$ cat src/rtl/mux_scan_lut.sv
// mux_scan_lut -- registered 2^SEL_W:1 data selector with truth-table scan.
//
// Direct mode: y <= g_n ? 0 : d[sel] every edge, y_n is its registered
// complement. A scan (scan_start with g_n low, from IDLE) steps cnt through
// every select code. It captures d[k] into scan_tt[k] and drives y with the
// captured bit. scan_done pulses for one cycle when the last code is captured.
// Raising g_n during a scan aborts it. The abort keeps the bits captured so
// far and does not pulse scan_done.
//
// Optional build macro MUX_SCAN_COMPARE_EN adds the exp_tt input and the
// scan_match register. scan_match is set on the completing edge when the
// captured table equals exp_tt.
//
// Ports:
//   clk, rst_n      clock, synchronous active-low reset
//   g_n             active-low strobe (high: y=0, aborts scan)
//   sel             direct-mode select code
//   d               N data inputs
//   scan_start      scan request (level, sampled each edge)
//   y, y_n          registered output and complement
//   scan_busy       high while scanning
//   scan_done       one-cycle completion pulse
//   scan_tt         captured truth table
//   exp_tt          expected table      (MUX_SCAN_COMPARE_EN only)
//   scan_match      compare result      (MUX_SCAN_COMPARE_EN only)
module mux_scan_lut #(
  parameter int unsigned SEL_W = 3
) (
  input  logic                    clk,
  input  logic                    rst_n,
  input  logic                    g_n,
  input  logic [SEL_W-1:0]        sel,
  input  logic [(1<<SEL_W)-1:0]   d,
  input  logic                    scan_start,
  output logic                    y,
  output logic                    y_n,
  output logic                    scan_busy,
  output logic                    scan_done,
`ifdef MUX_SCAN_COMPARE_EN
  output logic [(1<<SEL_W)-1:0]   scan_tt,
  input  logic [(1<<SEL_W)-1:0]   exp_tt,
  output logic                    scan_match
`else
  output logic [(1<<SEL_W)-1:0]   scan_tt
`endif
);

  localparam int unsigned N = 1 << SEL_W;

  typedef enum logic [1:0] {
    IDLE = 2'd0,
    SCAN = 2'd1,
    DONE = 2'd2
  } state_t;

  state_t             state;
  logic [SEL_W-1:0]   cnt;
  logic               direct_y;
  logic               last_step;

  always_comb begin
    direct_y  = g_n ? 1'b0 : d[sel];
    last_step = (cnt == SEL_W'(N - 1));
  end

  always_ff @(posedge clk) begin
    if (!rst_n) begin
      state      <= IDLE;
      cnt        <= '0;
      y          <= 1'b0;
      y_n        <= 1'b1;
      scan_tt    <= '0;
`ifdef MUX_SCAN_COMPARE_EN
      scan_match <= 1'b0;
`endif
    end else begin
      case (state)
        IDLE: begin
          if (scan_start && !g_n) begin
            // y/y_n hold on the accepting edge
            state   <= SCAN;
            cnt     <= '0;
            scan_tt <= '0;
          end else begin
            y   <= direct_y;
            y_n <= ~direct_y;
          end
        end
        SCAN: begin
          if (g_n) begin
            state <= IDLE;
            cnt   <= '0;
            y     <= 1'b0;
            y_n   <= 1'b1;
          end else begin
            scan_tt[cnt] <= d[cnt];
            y            <= d[cnt];
            y_n          <= ~d[cnt];
            cnt          <= cnt + 1'b1;
            if (last_step) begin
              state <= DONE;
`ifdef MUX_SCAN_COMPARE_EN
              // scan_tt[N-1] is written on this same edge, so use d directly
              scan_match <= ({d[N-1], scan_tt[N-2:0]} == exp_tt);
`endif
            end
          end
        end
        default: begin
          // DONE: back to IDLE, direct-mode output resumes on this edge
          state <= IDLE;
          y     <= direct_y;
          y_n   <= ~direct_y;
        end
      endcase
    end
  end

  always_comb begin
    scan_busy = (state == SCAN);
    scan_done = (state == DONE);
  end

endmodule

$ cat config.mk
export PLATFORM = sky130hd
export DESIGN_NAME = mux_scan_lut
export DESIGN_NICKNAME = d
export VERILOG_FILES = /design/src/rtl/mux_scan_lut.sv
export SDC_FILE = /design/constraint.sdc
export NUM_CORES = 1
export LEC_CHECK = 0
export CAP_MARGIN = 20
export CORE_MARGIN = 4
export CORE_UTILIZATION = 41
export DETAILED_ROUTE_END_ITERATION = 12
export GPL_ROUTABILITY_DRIVEN = 0
export PLACE_DENSITY = 0.74
export SYNTH_ARGS = -nofsm -noshare
export SYNTH_HDL_FRONTEND = slang
export SYNTH_SLANG_ARGS = --single-unit
$ cat constraint.sdc
create_clock -name clk -period 1.5 [get_ports clk]
set_input_delay 0.15 -clock clk [delete_from_list [all_inputs] [get_ports clk]]
set_output_delay 0.15 -clock clk [all_outputs]
set_load 0.02 [all_outputs]
==> impl_metrics.env <==
export IMPL_outcome="complete, but fails checks"
export IMPL_failed_checks="setup timing"
export IMPL_syn_inst=103
export IMPL_worstPathRequired_ns=1.69
export IMPL_critPathArrivalTime_ns=1.70
export IMPL_leakagePower_nw=0.567
export IMPL_via_count=950
export IMPL_maxSlewViolCount=0
export IMPL_fin_crit_sh=1.01
export IMPL_seqCellArea_um2=305
export IMPL_max_freq_mhz=662
export IMPL_power_frac_seq=0.493
export IMPL_critPathLaunchType="flop"
export IMPL_path_class="flop to flop"
export IMPL_cts_sinks=15
export IMPL_crit_path_end_kind="flop"
export IMPL_skew_ns=0.00611
export IMPL_tns_ns=-0.0125
export IMPL_async_flop_share=0
export IMPL_hold_violations=0
export IMPL_fin_crit_ns=1.51
export IMPL_antenna_found_initial=0
export IMPL_synth_adder_area_share=0.0280
export IMPL_rows=16
export IMPL_drt_first_pass_iters=4
export IMPL_synth_xor_area_frac=0
export IMPL_worst_pin_slew_ns=0.348
export IMPL_antennaDiodeCount=0
export IMPL_grt_use_total=0.179
export IMPL_yosysSeqAreaShare=0.336
export IMPL_dp_cells=168
export IMPL_start_util=0.442
export IMPL_via_per_inst=5.46
export IMPL_synth_seq_cells=15
export IMPL_power_net_switching_mw=0.224
export IMPL_synthSimpleGateAreaFrac=0.270
export IMPL_die_area_mm2=0.00299
export IMPL_max_slew_margin=0.765
export IMPL_path_clk_slew_ns=0.09
export IMPL_die_width_um=54.7
export IMPL_design_power_total_mw=0.833
export IMPL_drc=0
export IMPL_synth_top_family_by_area="simple AND/OR/NAND/NOR gates"
export IMPL_switching_share=0.270
export IMPL_drive_gt1_frac=0.218
export IMPL_clk_path_buf_depth=2
export IMPL_finalSetupViolations=2
export IMPL_stdcell_count=174
export IMPL_hpwl_um=1700
export IMPL_areaGrowthSynthToFinish_pct=50.1
export IMPL_hold_worst_slack_ns=0.464
export IMPL_synthesis_area_um2=893
export IMPL_totalWireLength_um=2450
export IMPL_synthMuxAreaShare=0.104
export IMPL_nFillCells=172
export IMPL_hp_class="flop to flop"
export IMPL_synth_compound_area_share=0.202
export IMPL_ant_nets=0
export IMPL_place_ws_ns=-0.375
export IMPL_multi_input_area_um2=569
export IMPL_ys_warn_count=0
export IMPL_combPwrFrac=0.220
export IMPL_grt_ovfl_total=0
export IMPL_crit_fanout=6
export IMPL_grt_pass1_vias=864
export IMPL_tritoncts="built"
export IMPL_grt_max_degree=15
export IMPL_synth_ff_type="dfxtp_1"
export IMPL_portBuffers=26
export IMPL_max_cap_violations=0
export IMPL_cts_buffers=3
export IMPL_synthesis_nets=120
export IMPL_placed_area_mm2=0.00128
export IMPL_wire_per_inst_um=14.1
export IMPL_htree_levels=1
export IMPL_setup_slack_ns=-0.0115
export IMPL_synth_edf_count=0
export IMPL_clkLatencyLatePin_ns=0.29
export IMPL_drt_initial_drc_count=20
export IMPL_p_per_area_mw_per_mm2=621
export IMPL_chipHeight_um=54.7
export IMPL_core_mm2=0.00202
export IMPL_nNetsFinal=165
export IMPL_io_pins=27
export IMPL_grt_pass1_wl_um=3770
export IMPL_pwr_share_clk=0.287
export IMPL_internal_power_mw=0.608
export IMPL_vdd_drop_max_v=0.000536
export IMPL_fin_area_mm2=0.00134
export IMPL_fin_util=0.663
export IMPL_ys_types=36
export IMPL_rsz0062_at_grt="yes"
export IMPL_clock_root_buffer="clkbuf_4"
export IMPL_syn_avg_cell_area_um2=8.67
-- power groups by stage --
stage	logic (mW)	registers (mW)	clock network, mW
detailed placement	0.173	0.422	0
CTS	0.176	0.411	0.245
global route	0.198	0.412	0.259
floorplan	0.0748	0.429	0
global placement	0.171	0.422	0
finish	0.183	0.411	0.239
-- worst max-delay path: stages (launching register included) --
cell and delay [ns]:
dfxtp_4 0.39, mux2i_2 0.22, o21ai_2 0.09, a221o_2 0.40, a311oi_2 0.25, nor2_1 0.06
-- flip-flops by register name, summed over array words and instances (netlist names) --
name	count
y	1
state	2
scan_tt	8
cnt	3
y_n	1
-- Yosys cell counts (all sizes together) (2+ instances only) --
cell type,instances,area [um^2]
a21boi,4,30.0
a21oi,3,15.0
a31oi,2,12.5
a32oi,2,17.5
and3,2,12.5
buf,4,38.8
clkbuf,2,7.51
dfxtp,15,300
ha,2,25.0
inv,2,7.51
mux2i,7,70.1
nand2,3,11.3
nand3,6,30.0
nand3b,2,15.0
nand4,2,12.5
nor2,12,45.0
nor2b,7,43.8
nor3b,3,22.5
o21ai,8,40.0
-- kinds of logic after synthesis --
kind of cell / after synthesis
simple gates: 44
compound gates: 26
flops: 15
buf+inv: 8
mux: 8
fa+ha+maj: 2
-- area by class of cell --
type,count,area share
multi-input cells,81,0.424
clock buffers,4,0.0196
flip-flops and latches,15,0.228
inverters,2,0.00560
well taps,27,0.0252
repair buffers,45,0.298
-- worst paths after layout --
| path | end | slack (ns) | start | depth (start not counted) |
|---|---|---|---|---|
| max reg2reg | y$_SDFFE_PN0P_ | -0.01 | cnt[2]$_SDFFE_PN0P_ | 5 |
| min reg2reg | y_n$_SDFFE_PN1P_ | 0.46 | y_n$_SDFFE_PN1P_ | 1 |
| min | y_n$_SDFFE_PN1P_ | 0.46 | y_n$_SDFFE_PN1P_ | 1 |
| max | y$_SDFFE_PN0P_ | -0.01 | cnt[2]$_SDFFE_PN0P_ | 5 |
-- per-layer routing --
| layer | global-route usage | routed length (um) |
|---|---|---|
| met4 | 0.0996 | 43 |
| met5 | 0 | 0 |
| met2 | 0.285 | 1080 |
| met1 | 0.223 | 1150 |
| met3 | 0.0354 | 175 |
-- placed cells by master, fill, tap and decap left out, types with 3 or more instances in the layout --
master           count
a21boi_0             4
a21oi_1              3
buf_4               19
clkbuf_4             3
clkdlybuf4s50_1     23
dfxtp_1             13
dlygate4sd2_1        3
mux2i_1              6
nand2_1              3
nand3_1              6
nor2_1              12
nor2b_1              7
o21ai_0              7
-- timing repair --
item,in CTS,in global routing
cloned,1,0
hold buffers,0,0
pin swaps,2,2
buffers inserted,0,1
resized for setup,6,4
endpoints found under the setup margin,10,9
Note: power is estimated with default switching activity, not from simulation.
